[config.mk]
export PLATFORM = sky130hd
export DESIGN_NAME = fetch_pc_stage
export DESIGN_NICKNAME = d
export VERILOG_FILES = /design/src/rtl/miniRV_pkg.sv /design/src/rtl/if_id_reg.sv /design/src/rtl/fetch_pc_stage.sv
export SDC_FILE = /design/constraint.sdc
export NUM_CORES = 1
export LEC_CHECK = 0
export CAP_MARGIN = 20
export CORE_ASPECT_RATIO = 1.5
export CORE_UTILIZATION = 35
export CTS_CLUSTER_SIZE = 10
export DETAILED_ROUTE_END_ITERATION = 12
export PLACE_DENSITY = 0.68
export SYNTH_ARGS = -nofsm -noshare
export SYNTH_HDL_FRONTEND = slang
export SYNTH_SLANG_ARGS = --single-unit
[constraint.sdc]
create_clock -name clk -period 7.2 [get_ports clk]
set_input_delay 1.08 -clock clk [delete_from_list [all_inputs] [get_ports clk]]
set_output_delay 1.08 -clock clk [all_outputs]
set_load 0.005 [all_outputs]
[src/rtl/miniRV_pkg.sv]
// Shared types and constants for the miniRV front end: fetch FSM states,
// the IF/ID pipeline payload, and a word-alignment helper.
package miniRV_pkg;

    localparam int          XLEN        = 32;
    localparam logic [31:0] EBREAK_INSN = 32'h0010_0073;

    typedef enum logic [1:0] {
        RUN    = 2'd0,
        HALTED = 2'd1,
        FAULT  = 2'd2
    } fetch_state_e;

    typedef struct packed {
        logic [XLEN-1:0] pc;
        logic [XLEN-1:0] pc_plus4;
        logic [XLEN-1:0] instruction;
        logic            valid;
    } if_id_t;

    // Instruction addresses are always word aligned; low two bits are dropped.
    function automatic logic [XLEN-1:0] align_word(input logic [XLEN-1:0] addr);
        return {addr[XLEN-1:2], 2'b00};
    endfunction

endpackage

[src/rtl/if_id_reg.sv]
// IF/ID pipeline register. Flush clears only the valid bit so the payload
// fields keep their last captured values; hold freezes everything.
module if_id_reg
    import miniRV_pkg::*;
(
    input  logic   clk,
    input  logic   rst,
    input  logic   hold,
    input  logic   flush,
    input  logic   load,
    input  if_id_t d,
    output if_id_t q
);

    if_id_t q_r;

    // Priority: flush > hold > load; with none asserted the register holds.
    always_ff @(posedge clk or posedge rst) begin
        if (rst) begin
            q_r <= '0;
        end else if (flush) begin
            q_r.valid <= 1'b0;
        end else if (hold) begin
            q_r <= q_r;
        end else if (load) begin
            q_r <= d;
        end
    end

    assign q = q_r;

endmodule

[src/rtl/fetch_pc_stage.sv]
// Program counter, fetch FSM (RUN/HALTED/FAULT) and IF/ID capture for the
// miniRV core. Drives imem_addr straight from the PC register.
module fetch_pc_stage
    import miniRV_pkg::*;
#(
    parameter logic [31:0] RESET_PC    = 32'h0000_0000,
    parameter int unsigned MEM_WORDS   = 32,
    parameter logic [31:0] EBREAK_INSN = miniRV_pkg::EBREAK_INSN
) (
    input  logic        clk,
    input  logic        rst,
    input  logic        stall,
    input  logic        redirect_valid,
    input  logic [31:0] redirect_target,
    output logic [31:0] imem_addr,
    input  logic [31:0] imem_instruction,
    output logic        id_valid,
    output logic [31:0] id_pc,
    output logic [31:0] id_pc_plus4,
    output logic [31:0] id_instruction,
    output logic        halted,
    output logic        fault,
    output logic [31:0] fetch_count
);

    // One extra bit so MEM_WORDS*4 == 2^32 would still compare correctly.
    localparam logic [XLEN:0] PC_LIMIT = 33'(MEM_WORDS) * 33'd4;

    fetch_state_e    state_q, state_next;
    logic [XLEN-1:0] pc_q, pc_next;
    logic [XLEN-1:0] count_q, count_next;
    logic            in_range;
    logic            is_ebreak;
    logic            ifid_hold, ifid_flush, ifid_load;
    if_id_t          ifid_d, ifid_q;

    assign in_range  = ({1'b0, pc_q} < PC_LIMIT);
    assign is_ebreak = (imem_instruction == EBREAK_INSN);

    always_ff @(posedge clk or posedge rst) begin
        if (rst) begin
            state_q <= RUN;
            pc_q    <= RESET_PC;
            count_q <= '0;
        end else begin
            state_q <= state_next;
            pc_q    <= pc_next;
            count_q <= count_next;
        end
    end

    always_comb begin
        state_next = state_q;
        pc_next    = pc_q;
        count_next = count_q;
        ifid_hold  = 1'b0;
        ifid_flush = 1'b0;
        ifid_load  = 1'b0;

        if (redirect_valid) begin
            pc_next    = align_word(redirect_target);
            state_next = RUN;
            ifid_flush = 1'b1;
        end else if (stall) begin
            ifid_hold = 1'b1;
        end else begin
            unique case (state_q)
                RUN: begin
                    if (!in_range) begin
                        state_next = FAULT;
                        ifid_flush = 1'b1;
                    end else begin
                        // EBREAK is still handed to decode, but the PC parks on it.
                        ifid_load  = 1'b1;
                        count_next = count_q + 32'd1;
                        if (is_ebreak) begin
                            state_next = HALTED;
                        end else begin
                            pc_next = pc_q + 32'd4;
                        end
                    end
                end
                HALTED, FAULT: begin
                    ifid_flush = 1'b1;
                end
                default: begin
                    state_next = RUN;
                    ifid_flush = 1'b1;
                end
            endcase
        end
    end

    always_comb begin
        ifid_d             = '0;
        ifid_d.pc          = pc_q;
        ifid_d.pc_plus4    = pc_q + 32'd4;
        ifid_d.instruction = imem_instruction;
        ifid_d.valid       = 1'b1;
    end

    if_id_reg u_if_id_reg (
        .clk   (clk),
        .rst   (rst),
        .hold  (ifid_hold),
        .flush (ifid_flush),
        .load  (ifid_load),
        .d     (ifid_d),
        .q     (ifid_q)
    );

    assign imem_addr      = pc_q;
    assign id_valid       = ifid_q.valid;
    assign id_pc          = ifid_q.pc;
    assign id_pc_plus4    = ifid_q.pc_plus4;
    assign id_instruction = ifid_q.instruction;
    assign halted         = (state_q == HALTED);
    assign fault          = (state_q == FAULT);
    assign fetch_count    = count_q;

endmodule

==> qor.txt <==
LAYOUT
---------------------------------------------------------------------------
N_diodes                                                                  0
Final core occ                                                        0.518
Number of fill cells                                                  1,644
Fraction of layout cells with a size suffix above 1                  0.0672
Layout-stage area growth over the synthesis result                    44.2%
Number of nets in the final layout                                      849

PLACE
---------------------------------------------------------------------------
IO Port Bufs                                                            222
Dpl ws                                                              3010 ps
Detailed Place HPWL                                                 11.7 mm
Gp weighted congestion                                                0.787

PWR
---------------------------------------------------------------------------
Register share of total power                                         0.461
Internal power contribution                                         1510 uW
Power Dens Cells                                                213 nW/um^2
Worst vdd ir                                                         130 uV
NetSw                                                                469 uW
Clock Power Share                                                     0.468
Switching Fraction                                                    0.236
Static leakage power                                             0.00428 uW
Part of the power in combinational logic                              0.071

DIE
---------------------------------------------------------------------------
Site Rows                                                                60
Core footprint                                                  18,000 um^2
Die outline height                                                   169 um
Chip Width                                                           113 um
Floorplan die area                                              19,000 um^2
Number of top-level pins                                                231
Starting density of the core                                          0.359

CLOCK TREE
---------------------------------------------------------------------------
H-tree depth                                                              4
Skew-Pair Late Insertion Delay                                       420 ps
Library cell used as clock root buffer                         sky130_fd_sc_hd__clkbuf_16
Buffers inserted by post-CTS timing repair                                0
Clock Sink Count                                                        157
Quantity of gates resized following cts                                   0
Clk pin slew, worst setup/hold paths                                  60 ps
Clock tree from TritonCTS                                              done
Hold buffer count at CTS                                                  0
Clock tree buffer depth                                                   2
Number of buffers created by CTS                                         17

GRT
---------------------------------------------------------------------------
Initial antenna violation count                                           0
Vias in the first global route                                        4,823
GRT met2 Usage                                                        0.312
Met3 Resource Use GR                                                 0.0473
Routing layer with the top usage in global route                       met2
Maximum number of pins on one net before global-route repair             97
First-pass GRT wire length                                          26.7 mm
Total routing resource utilization after global routing               0.183
Total grt overflow                                                        0
Met1 Use GR                                                           0.218

YOSYS
---------------------------------------------------------------------------
Syn avg cell area                                                 11.1 um^2
Top cell type's share of synthesized area                             0.607
Cell count after synthesis                                              584
Post-synthesis sequential element count                                 157
Distinct cells, synth                                                    42
Number of warnings reported in the yosys synthesis log                    0
Cells taking the most area after synthesis                     sky130_fd_sc_hd__dfrtp_1, sky130_fd_sc_hd__nand2_1, sky130_fd_sc_hd__and2_1, sky130_fd_sc_hd__buf_4, sky130_fd_sc_hd__xnor2_1
Sequential-to-total area share from yosys stat                        0.607
Top cell type by total area after synthesis                    sky130_fd_sc_hd__dfrtp_1
Cell area after synthesis                                         6470 um^2

WORST SETUP PATH
---------------------------------------------------------------------------
Type of element launching the critical path                      input port
Critical path data required time                                    7560 ps
Cell with the largest stage delay on the worst path            sky130_fd_sc_hd__nor3b_1
Cells along the critical path                                  clkdlybuf4s50_1, buf_4, nor3b_1, nand3_4, buf_16, o32ai_1, a221o_1
Crit-path max FO                                                         82
Critical Path End Type                                                 flop
Slowest stage delay, CP                                              590 ps
Worst path arrival time                                             3530 ps
Type of the worst setup path                                   input port to flop

ROUTING
---------------------------------------------------------------------------
Final antenna-violating net count                                         0
Post-route DRC violation count                                            0
Aggregate routed wire length                                        16.8 mm
Post-DR wirelength/cell                                             16.7 um
Average vias per placed instance                                       4.77
First-pass iteration count of the detailed router                         5
Violation count after the first detailed-route iteration                225
Total vias in the final route                                         4,800

TIMING
---------------------------------------------------------------------------
Worst slew slack as a fraction of its limit                           0.506
Slew of the pin with the lowest slew margin                          741 ps
RSZ-0062 raised after global routing                                  false
Post-route worst hold slack                                          464 ps
Number of endpoints failing setup at the final stage                      0
Max Freq                                                          0.315 GHz
Summed negative setup slack over all endpoints                         0 ps
Final hold violations                                                     0
Final worst path period share                                         0.440
Worst Setup Slack, final                                            4030 ps
Tmin final                                                          3170 ps
Max Transition Viols Final                                                0
Clock tree skew after final layout                                  11.7 ps

STATUS
---------------------------------------------------------------------------
Outcome                                                           completed

WORST HOLD PATH
---------------------------------------------------------------------------
Worst hold path class                                          flop to flop

FLOW RUN
---------------------------------------------------------------------------
Max Cap Viol                                                              0

-- Yosys cell counts --
library cell,number
sky130_fd_sc_hd__a211oi_1,3
sky130_fd_sc_hd__nor4b_1,3
sky130_fd_sc_hd__buf_6,1
sky130_fd_sc_hd__or2_2,5
sky130_fd_sc_hd__xor2_1,5
sky130_fd_sc_hd__nor4_1,7
sky130_fd_sc_hd__nor2_2,1
sky130_fd_sc_hd__nor3_4,2
sky130_fd_sc_hd__and4_1,8
sky130_fd_sc_hd__o2111a_1,1
sky130_fd_sc_hd__conb_1,1
sky130_fd_sc_hd__mux2i_1,1
sky130_fd_sc_hd__or4_1,1
sky130_fd_sc_hd__and3_1,8
sky130_fd_sc_hd__nor2_1,12
sky130_fd_sc_hd__or3_1,1
sky130_fd_sc_hd__o31ai_1,1
sky130_fd_sc_hd__nand2_1,128
sky130_fd_sc_hd__ha_1,5
sky130_fd_sc_hd__a21oi_1,4
sky130_fd_sc_hd__buf_2,4
sky130_fd_sc_hd__or4_4,1
sky130_fd_sc_hd__inv_1,7
sky130_fd_sc_hd__nand3_1,22
sky130_fd_sc_hd__nor3b_1,2
sky130_fd_sc_hd__mux2_2,1
sky130_fd_sc_hd__a21boi_0,1
sky130_fd_sc_hd__a31oi_1,2
sky130_fd_sc_hd__nand4_1,15
sky130_fd_sc_hd__a22o_1,24
sky130_fd_sc_hd__or3b_2,1
sky130_fd_sc_hd__nor3_1,4
sky130_fd_sc_hd__o32ai_1,3
sky130_fd_sc_hd__nor4bb_1,2
sky130_fd_sc_hd__or3_4,1
sky130_fd_sc_hd__o21ai_0,4
sky130_fd_sc_hd__buf_4,37
sky130_fd_sc_hd__xnor2_1,28
sky130_fd_sc_hd__clkbuf_1,18
sky130_fd_sc_hd__and2_1,50
sky130_fd_sc_hd__dfrtp_1,157
sky130_fd_sc_hd__a221o_1,2
-- state kept, by name (all words and copies together), names as in the netlist --
register / cells
u_if_id_reg.q: 93
fetch_count: 32
imem_addr: 30
state_q: 2
-- metrics by stage --
step / instances / total power [uW] / cell area (um^2)
final: 1006 / 1980 / 9330
after global routing: 1006 / 2060 / 9330
after CTS: 1003 / 2010 / 9260
after detailed placement: 971 / 1070 / 8650
after global placement: 971 / 1070 / 8650
after floorplan: 589 / 1000 / 6490
-- cell usage in the layout, fill, tap and decap left out, drive strengths merged, types with 13 or more instances in the layout --
cell type,n
nand4,15
and2,50
nor2,13
a22o,24
inv,15
clkbuf,18
xnor2,28
clkdlybuf4s50,222
nand2,128
dfrtp,157
nand3,22
-- area by class of cell --
type / instances / area, um^2 / share of cell area
multi-input cells: 365 / 2170 / 0.233
repair buffers: 228 / 2310 / 0.248
well taps: 217 / 272 / 0.0291
flip-flops and latches: 157 / 3930 / 0.421
clock buffers: 18 / 439 / 0.0471
inverters: 7 / 31.3 / 0.00335
clock inverters: 14 / 173 / 0.0185
-- worst paths after layout --
check                                        from  depth (start not counted)  slack (ps)                end
max in group asynchronous                     rst                          4        4820    fetch_count[30]
worst max-delay path               redirect_valid                          7        4030       imem_addr[4]
worst min register to register  u_if_id_reg.q[28]                          2         460  u_if_id_reg.q[28]
worst max register to register      imem_addr[19]                          6        4610       imem_addr[4]
min in group asynchronous                     rst                          2        1160  u_if_id_reg.q[63]
worst min-delay path            u_if_id_reg.q[28]                          2         460  u_if_id_reg.q[28]
-- per-layer routing --
| metal | part of all wire | wire length (um) |
|---|---|---|
| met2 | 0.52 | 8670 |
| met5 | 0 | 0 |
| met3 | 0.051 | 864 |
| met4 | 0.022 | 374 |
| met1 | 0.41 | 6890 |
-- cells by family after synthesis --
kind of cell / count (synthesis) / share of synthesized area
other cells: 1 / 0.000580
compound gates: 45 / 0.0553
flops: 157 / 0.607
simple gates: 274 / 0.217
mux: 2 / 0.00329
buf+inv: 67 / 0.0623
xor+xnor: 33 / 0.0447
fa+ha+maj: 5 / 0.00967
-- power by group through the flow --
stage	Sequential (uW)	Clock, uW	Combinational (uW)
after floorplan	925	0	74.7
after global placement	931	0	139
after detailed placement	931	0	140
after CTS	914	952	140
after global routing	917	994	153
final	914	928	140
-- critical path: cells and delay by family --
| family | cells | cell delay, ps |
|---|---|---|
| compound gates | 2 | 500 |
| buf+inv | 3 | 970 |
| simple gates | 2 | 940 |
No activity file was read; power rests on OpenSTA's default activity.
